`config.mk`:
```
export PLATFORM = sky130hd
export DESIGN_NAME = dp_seq_ctrl
export DESIGN_NICKNAME = d
export VERILOG_FILES = /design/src/rtl/dp_seq_ctrl.sv
export SDC_FILE = /design/constraint.sdc
export NUM_CORES = 1
export LEC_CHECK = 0
export CAP_MARGIN = 20
export CORE_MARGIN = 4
export CORE_UTILIZATION = 25
export DETAILED_ROUTE_END_ITERATION = 12
export PLACE_DENSITY = 0.47
export SLEW_MARGIN = 25
export SYNTH_ARGS = -nofsm -noshare
export SYNTH_HDL_FRONTEND = slang
export SYNTH_SLANG_ARGS = --single-unit
```
`constraint.sdc`:
```
create_clock -name clk -period 12.61 [get_ports clk]
set_input_delay 1.261 -clock clk [delete_from_list [all_inputs] [get_ports clk]]
set_output_delay 1.261 -clock clk [all_outputs]
set_load 0.005 [all_outputs]
```
`src/rtl/dp_seq_ctrl.sv`:
```
// Host-side sequencer for the five-stage RV64 datapath: loads imem/dmem, holds
// the core in reset while loading, runs it in 4-cycle fetch slots, then drains.
module dp_seq_ctrl #(
  parameter int PC_WIDTH     = 32,
  parameter int ISTR_WIDTH   = 32,
  parameter int D_WIDTH      = 64,
  parameter int CNT_WIDTH    = 16,
  parameter int DRAIN_CYCLES = 4
) (
  input  logic                  clk,
  input  logic                  reset,
  input  logic                  cmd_valid,
  output logic                  cmd_ready,
  input  logic [1:0]            cmd_op,
  input  logic [PC_WIDTH-1:0]   cmd_addr,
  input  logic [D_WIDTH-1:0]    cmd_data,
  output logic [PC_WIDTH-1:0]   i_mem_addra,
  output logic [ISTR_WIDTH-1:0] i_mem_din,
  output logic                  i_mem_we,
  output logic [7:0]            d_mem_addra,
  output logic [D_WIDTH-1:0]    d_mem_din,
  output logic                  d_mem_we,
  output logic                  pc_en,
  output logic                  dp_reset_n,
  output logic                  busy,
  output logic                  done,
  output logic                  err,
  output logic [CNT_WIDTH-1:0]  slots_run
);

  localparam logic [2:0] S_IDLE  = 3'd0;
  localparam logic [2:0] S_WRITE = 3'd1;
  localparam logic [2:0] S_CLEAR = 3'd2;
  localparam logic [2:0] S_RUN   = 3'd3;
  localparam logic [2:0] S_DRAIN = 3'd4;
  localparam logic [2:0] S_DONE  = 3'd5;

  localparam logic [1:0] OP_WI   = 2'b00;
  localparam logic [1:0] OP_WD   = 2'b01;
  localparam logic [1:0] OP_RUN  = 2'b10;
  localparam logic [1:0] OP_STOP = 2'b11;

  // One counter serves both the 2-cycle CLEAR and the DRAIN_CYCLES drain.
  localparam int WAIT_W = (DRAIN_CYCLES > 2) ? $clog2(DRAIN_CYCLES) : 1;

  logic [2:0]            state_q, state_d;
  logic [WAIT_W-1:0]     wait_q, wait_d;
  logic [1:0]            phase_q, phase_d;
  logic [CNT_WIDTH-1:0]  n_q, n_d;
  logic [CNT_WIDTH-1:0]  slots_q, slots_d;
  logic                  stop_pend_q, stop_pend_d;
  logic                  cmd_ready_q, cmd_ready_d;
  logic [PC_WIDTH-1:0]   i_addr_q, i_addr_d;
  logic [ISTR_WIDTH-1:0] i_din_q, i_din_d;
  logic                  i_we_q, i_we_d;
  logic [7:0]            d_addr_q, d_addr_d;
  logic [D_WIDTH-1:0]    d_din_q, d_din_d;
  logic                  d_we_q, d_we_d;
  logic                  pc_en_q, pc_en_d;
  logic                  rstn_q, rstn_d;
  logic                  busy_q, busy_d;
  logic                  done_q, done_d;
  logic                  err_q, err_d;

  logic accept, stop_now, last_slot;

  assign accept    = cmd_valid & cmd_ready_q;
  assign stop_now  = accept && (cmd_op == OP_STOP);
  assign last_slot = (n_q != '0) && (slots_q == n_q - CNT_WIDTH'(1));

  always_comb begin
    state_d     = state_q;
    wait_d      = wait_q;
    phase_d     = phase_q;
    n_d         = n_q;
    slots_d     = slots_q;
    stop_pend_d = stop_pend_q;
    i_addr_d    = i_addr_q;
    i_din_d     = i_din_q;
    d_addr_d    = d_addr_q;
    d_din_d     = d_din_q;
    i_we_d      = 1'b0;
    d_we_d      = 1'b0;
    err_d       = 1'b0;
    case (state_q)
      S_IDLE: begin
        if (accept) begin
          case (cmd_op)
            OP_WI: begin
              i_addr_d = cmd_addr;
              i_din_d  = cmd_data[ISTR_WIDTH-1:0];
              i_we_d   = 1'b1;
              state_d  = S_WRITE;
            end
            OP_WD: begin
              d_addr_d = cmd_addr[7:0];
              d_din_d  = cmd_data;
              d_we_d   = 1'b1;
              state_d  = S_WRITE;
            end
            OP_RUN: begin
              n_d     = cmd_data[CNT_WIDTH-1:0];
              slots_d = '0;
              phase_d = 2'd0;
              wait_d  = '0;
              state_d = S_CLEAR;
            end
            default: err_d = 1'b1;
          endcase
        end
      end
      S_WRITE: state_d = S_IDLE;
      S_CLEAR: begin
        wait_d = wait_q + WAIT_W'(1);
        if (wait_q == WAIT_W'(1)) state_d = S_RUN;
      end
      S_RUN: begin
        phase_d = phase_q + 2'd1;
        if (accept && !stop_now) err_d = 1'b1;
        if (stop_now) stop_pend_d = 1'b1;
        // Exits only on a slot boundary so the fetch slot in flight completes.
        if (phase_q == 2'd3) begin
          slots_d = slots_q + CNT_WIDTH'(1);
          if (stop_pend_q || stop_now || last_slot) begin
            wait_d  = '0;
            state_d = S_DRAIN;
          end
        end
      end
      S_DRAIN: begin
        wait_d = wait_q + WAIT_W'(1);
        if (wait_q == WAIT_W'(DRAIN_CYCLES - 1)) state_d = S_DONE;
      end
      S_DONE: begin
        stop_pend_d = 1'b0;
        state_d     = S_IDLE;
      end
      default: state_d = S_IDLE;
    endcase
  end

  // Outputs are registered from the next state so they line up with it.
  always_comb begin
    cmd_ready_d = (state_d == S_IDLE) || (state_d == S_RUN);
    pc_en_d     = (state_d == S_RUN);
    rstn_d      = (state_d != S_CLEAR);
    busy_d      = (state_d != S_IDLE);
    done_d      = (state_d == S_DONE);
  end

  always_ff @(posedge clk or posedge reset) begin
    if (reset) begin
      state_q     <= S_IDLE;
      wait_q      <= '0;
      phase_q     <= 2'd0;
      n_q         <= '0;
      slots_q     <= '0;
      stop_pend_q <= 1'b0;
      cmd_ready_q <= 1'b0;
      i_addr_q    <= '0;
      i_din_q     <= '0;
      i_we_q      <= 1'b0;
      d_addr_q    <= '0;
      d_din_q     <= '0;
      d_we_q      <= 1'b0;
      pc_en_q     <= 1'b0;
      rstn_q      <= 1'b0;
      busy_q      <= 1'b0;
      done_q      <= 1'b0;
      err_q       <= 1'b0;
    end else begin
      state_q     <= state_d;
      wait_q      <= wait_d;
      phase_q     <= phase_d;
      n_q         <= n_d;
      slots_q     <= slots_d;
      stop_pend_q <= stop_pend_d;
      cmd_ready_q <= cmd_ready_d;
      i_addr_q    <= i_addr_d;
      i_din_q     <= i_din_d;
      i_we_q      <= i_we_d;
      d_addr_q    <= d_addr_d;
      d_din_q     <= d_din_d;
      d_we_q      <= d_we_d;
      pc_en_q     <= pc_en_d;
      rstn_q      <= rstn_d;
      busy_q      <= busy_d;
      done_q      <= done_d;
      err_q       <= err_d;
    end
  end

  assign cmd_ready   = cmd_ready_q;
  assign i_mem_addra = i_addr_q;
  assign i_mem_din   = i_din_q;
  assign i_mem_we    = i_we_q;
  assign d_mem_addra = d_addr_q;
  assign d_mem_din   = d_din_q;
  assign d_mem_we    = d_we_q;
  assign pc_en       = pc_en_q;
  assign dp_reset_n  = rstn_q;
  assign busy        = busy_q;
  assign done        = done_q;
  assign err         = err_q;
  assign slots_run   = slots_q;

endmodule

```
### Word level (Yosys, flattened, before mapping)

Index checks and enable logic that the tools add are counted.

| word-level totals | value |
|---|---|
| bits of input ports | 101 |
| word-level logic and storage cells | 96 |
| output and inout port bits | 160 |
| register bits after elaboration | 184 |

| cells by class | value |
|---|---|
| add/sub/neg operators | 4 |
| muxes and demuxes | 29 |
| reductions and logical operators | 25 |
| equality and inequality tests | 19 |
| bitwise operators | 1 |

Operators with widths:

| kind | number |
|---|---|
| $mux W16 | 3 |
| $pmux W16 S2 | 1 |
| $add A16 B1 Y16 const B | 1 |
| $eq A16 B16 Y1 | 1 |
| $reduce_bool A16 Y1 | 1 |
| $sub A16 B1 Y16 const B | 1 |
| $mux W3 | 5 |
| $pmux W3 S4 | 1 |
| $reduce_and A3 Y1 | 4 |
| $mux W1 | 10 |
| $eq A3 B2 Y1 const B | 3 |
| $eq A3 B3 Y1 const B | 3 |
| $eq A2 B2 Y1 const B | 4 |
| $mux W2 | 4 |
| $ne A2 B2 Y1 const B | 4 |
| $logic_not A3 Y1 | 2 |
| $pmux W2 S3 | 1 |
| $pmux W3 S2 | 1 |
| $reduce_bool A3 Y1 | 2 |
| $reduce_and A5 Y1 | 1 |
| $add A2 B1 Y2 const B | 2 |
| $eq A2 B1 Y1 const B | 2 |
| $pmux W1 S2 | 2 |
| $pmux W2 S2 | 1 |
| 12 further kinds | 18 |

### Longest topological paths before layout

| logic depth | value |
|---|---|
| depth after elaboration | 9 |
| gate-level depth with buffers | 9 |
| gate-level depth less buffers | 9 |

### Worst setup path before layout

Ideal clock, no wire load.

| timing path | value |
|---|---|
| path type | input to register |
| start | in cmd_valid |
| end | reg i_addr_q[0], in the netlist i_mem_addra[0] |
| data arrival time | 2.966 ns |
| library setup time | 0.125 ns |
| slack | 9.519 ns |
| data required time | 12.485 ns |
| buffers on the path | 2 |
| stages | 6 |
| path through | nand3b_1 > nor4_1 > nor2b_1 > clkbuf_1 > clkbuf_1 > mux2_2 |

| between the ends | value |
|---|---|
| word-level cells in the longest chain between the ends | 2 |

RTL lines:

| element | RTL line | source |
|---|---|---|
| from (decl) | 12 | `input logic cmd_valid,` |
| $and A1 B1 Y1 | 67 | `assign accept = cmd_valid & cmd_ready_q;` |
| $reduce_and A3 Y1 (no source line) | - |  |
| to (signal assigned) | 179 | `i_addr_q <= i_addr_d;` |
| to (decl) | 53 | `logic [PC_WIDTH-1:0] i_addr_q, i_addr_d;` |

No other way between the ends.
A chain may end at the register's enable or synchronous reset.

### Worst setup path after layout

| timing path | value |
|---|---|
| start | in cmd_valid |
| end | reg i_addr_q[4], in the netlist i_mem_addra[4] |

The elaborated chain is that of the path after synthesis.

==> results.json <==
{
  "outcome": "finished clean",
  "synthDistinctLibCells": 54,
  "die_h_um": 184,
  "cts_resized": 0,
  "layout.nets": 944,
  "post_cts_buffers": 0,
  "cts_tree": "yes",
  "finalHoldViolations": 0,
  "p_int_uw": 1790,
  "r2r-start": "n_q[0]",
  "wire_per_inst_um": 17.4,
  "wl_um": 21700,
  "grt_usage": 0.131,
  "p_seq_frac": 0.403,
  "path_class": "in2reg",
  "drc": 0,
  "holdBufCountCts": 0,
  "synth.net_count": 684,
  "power_frac_clock": 0.196,
  "finalCritPeriodShare": 0.301,
  "maxSlewViolCount": 0,
  "final-seq-area_um2": 4600,
  "drt_first_pass_iters": 4,
  "async_reset_ff_frac": 1.00,
  "io_pins": 261,
  "cp_cell_sequence": "clkdlybuf4s50_1 > nand3b_1 > nor4_1 > nor2b_4 > buf_4 > mux2_2",
  "drtIter0Drc": 183,
  "synth_compound_area_frac": 0.0434,
  "synthCells": 578,
  "layout-drive-gt1-share": 0.226,
  "dp_hpwl_um": 15500,
  "synth_xor_area_frac": 0.0350,
  "grt_start_max_net_pins": 123,
  "crit_required_ns": 12.93,
  "critPathMaxFanout": 65,
  "ant_nets": 0,
  "irDropWorstVdd_mv": 0.131,
  "ys_ff_latch": 184,
  "multiInputGateArea_um2": 3040,
  "nFillCells": 3030,
  "cap_violations": 0,
  "grt-ovfl-total": 0,
  "slowest_stage": "buf_4",
  "synth_top_family_by_area": "multiplexers",
  "start_kind": "input port",
  "globalplace.congestion": 0.713,
  "setup_viol": 0,
  "syn_area_per_cell_um2": 13.4,
  "max_slew.worst_pin.slew_ns": 0.953,
  "ys_seq_area_frac": 0.594,
  "hold_start": "d_mem_din[40]",
  "insertion_delay_ns": 0.44,
  "rsz0062_at_grt": "false",
  "synth_warnings": 0,
  "grt_first_pass_wirelength_um": 34300,
  "diodes": 0,
  "cp.arrival_ns": 4.11,
  "coreArea_um2": 30600,
  "fin_ws_ns": 8.82,
  "cts_buffers": 17,
  "finalClockSkew_ns": 0.00968,
  "finalCriticalPeriod_ns": 3.79,
  "synthToLayoutAreaGrowth_pct": 47.0,
  "netlist_area_um2": 7750,
  "synthMuxAreaShare": 0.216,
  "p_per_area_nw_per_um2": 226,
  "dieWidth_um": 184,
  "cts.path.max_buffers": 2,
  "dominantRegCellSynth": "dfrtp_1",
  "via_per_inst": 4.39,
  "grt_pass1_vias": 5795,
  "slew_headroom": 0.365,
  "dieArea_um2": 33900,
  "antenna_found_initial": 0,
  "synthAdderAreaFrac": 0.00807,
  "port_buffers": 260,
  "yosys.area_share.simple": 0.0861,
  "cts_root_buf": "clkbuf_16",
  "crit_buf_inv": 2,
  "cp_slowest_stage_delay_ns": 0.74,
  "power.switching_uw": 791,
  "p_sw_frac": 0.307,
  "startpoint": "cmd_valid",
  "min-delay-path-class": "reg2reg",
  "setup-tns-final_ns": 0,
  "cts.clk_slew.worst_paths_ns": 0.07,
  "crit_family": "buffers and inverters",
  "start_util": 0.253,
  "rows": 64,
  "place_ws_ns": 8.35,
  "clock_sinks": 184,
  "combPwrFrac": 0.401,
  "fmax_mhz": 264,
  "htree_levels": 4,
  "synth-edff-count": 0,
  "num_vias": 5477,
  "end_kind": "flip-flop",
  "leakage_uw": 0.00476
}
==> cell families (layout without fill, tap and decap cells) <==
family,count (synthesis),count (layout)
xor+xnor,31,31
simple gates,124,124
mux,149,149
compound gates,51,51
fa+ha+maj,5,5
buf+inv,34,307
flops,184,184
==> Yosys cell counts, drive strengths merged (2+ instances only) <==
library cell | instances | area, um2
o21a | 2 | 15.0
and4 | 4 | 35.0
a211oi | 4 | 30.0
clkbuf | 20 | 75.1
nand2b | 4 | 25.0
xnor2 | 12 | 105
or4 | 3 | 26.3
nand4 | 2 | 12.5
nor3 | 7 | 35.0
and3 | 4 | 25.0
nand3 | 12 | 60.1
a21oi | 9 | 45.0
nand2 | 27 | 101
o21ai | 16 | 80.1
nor2 | 31 | 116
xor2 | 19 | 166
nand3b | 4 | 30.0
ha | 5 | 62.6
or3 | 2 | 12.5
and2 | 3 | 18.8
dfrtp | 184 | 4600
buf | 4 | 16.3
o31ai | 2 | 15.0
nor2b | 7 | 43.8
nor4 | 7 | 58.8
inv | 10 | 37.5
mux2 | 148 | 1670
o22ai | 2 | 12.5
a41oi | 2 | 17.5
==> state kept, by name, summed over array words and instances (netlist names) <==
| name | cells |
|---|---|
| d_mem_din | 64 |
| i_mem_addra | 32 |
| i_mem_din | 32 |
| n_q | 16 |
| slots_run | 16 |
| d_mem_addra | 8 |
| state_q | 3 |
| phase_q | 2 |
| wait_q | 2 |
| busy | 1 |
| cmd_ready | 1 |
| d_mem_we | 1 |
| done | 1 |
| dp_reset_n | 1 |
| err | 1 |
| i_mem_we | 1 |
| pc_en | 1 |
| stop_pend_q | 1 |
==> layout make-up <==
class / count / share of cell area
Inverter: 10 / 0.00395
Timing Repair Buffer: 265 / 0.234
Sequential cell: 184 / 0.404
Clock inverter: 13 / 0.00956
Multi-Input combinational cell: 360 / 0.267
Tap cell: 396 / 0.0435
Clock buffer: 19 / 0.0380
==> power by group through the flow <==
stage / combinational [uW] / clock, uW / sequential (uW)
6_report: 1030 / 506 / 1040
5_1_grt: 1130 / 556 / 1090
4_1_cts: 1060 / 533 / 1040
3_5_place_dp: 1050 / 0 / 1050
3_3_place_gp: 1050 / 0 / 1050
2_1_floorplan: 413 / 0 / 1030
==> path summary, 6_finish.rpt <==
path | to | slack, ns | cells after the start
max in group asynchronous | d_mem_din[5] | 9.84 | 3
worst max-delay path | i_mem_addra[4] | 8.82 | 6
worst max register to register | dp_reset_n | 9.37 | 9
worst min-delay path | d_mem_din[40] | 0.50 | 1
worst min register to register | d_mem_din[40] | 0.50 | 1
min in group asynchronous | d_mem_din[57] | 1.42 | 2
==> cells in the final DEF (no fill, tap or decap), drive strengths merged, types with 5 or more instances in the layout <==
cell type / count
a21oi: 9
buf: 5
clkbuf: 19
clkdlybuf4s50: 260
dfrtp: 184
ha: 5
inv: 17
mux2: 148
nand2: 27
nand3: 12
nor2: 31
nor2b: 7
nor3: 7
nor4: 7
o21ai: 16
xnor2: 12
xor2: 19
==> stage by stage <==
stage / util / power [uW] / instance area, um2 / hold WS, ns / std cells
global route: 0.372 / 2770 / 11400 / 0.524 / 1247
floorplan: - / 1450 / 7750 / 0.453 / 578
finish: 0.372 / 2580 / 11400 / 0.505 / 1247
global placement: 0.354 / 2100 / 10800 / 0.486 / 1214
detailed placement: 0.355 / 2100 / 10800 / 0.489 / 1215
CTS: 0.372 / 2630 / 11400 / 0.508 / 1247
==> layer usage <==
layer  global-route usage  vias to the layer above  share of wire
li1                     -                     2585              -
met1                0.158                     2727           0.41
met2                0.214                      151           0.50
met3               0.0556                       14          0.080
met4               0.0370                        0          0.013
met5                    0                        -              0
==> worst reg2reg max path: stages (launching register included) <==
cell	delay, ns
dfrtp_1	0.47
inv_1	0.11
ha_1	0.25
or4b_4	0.54
nor4_4	0.21
o2111ai_1	0.15
nand4bb_1	0.20
or4_4	0.55
o21a_1	0.23
or4_1	0.40
(Power assumes the default switching activity.)
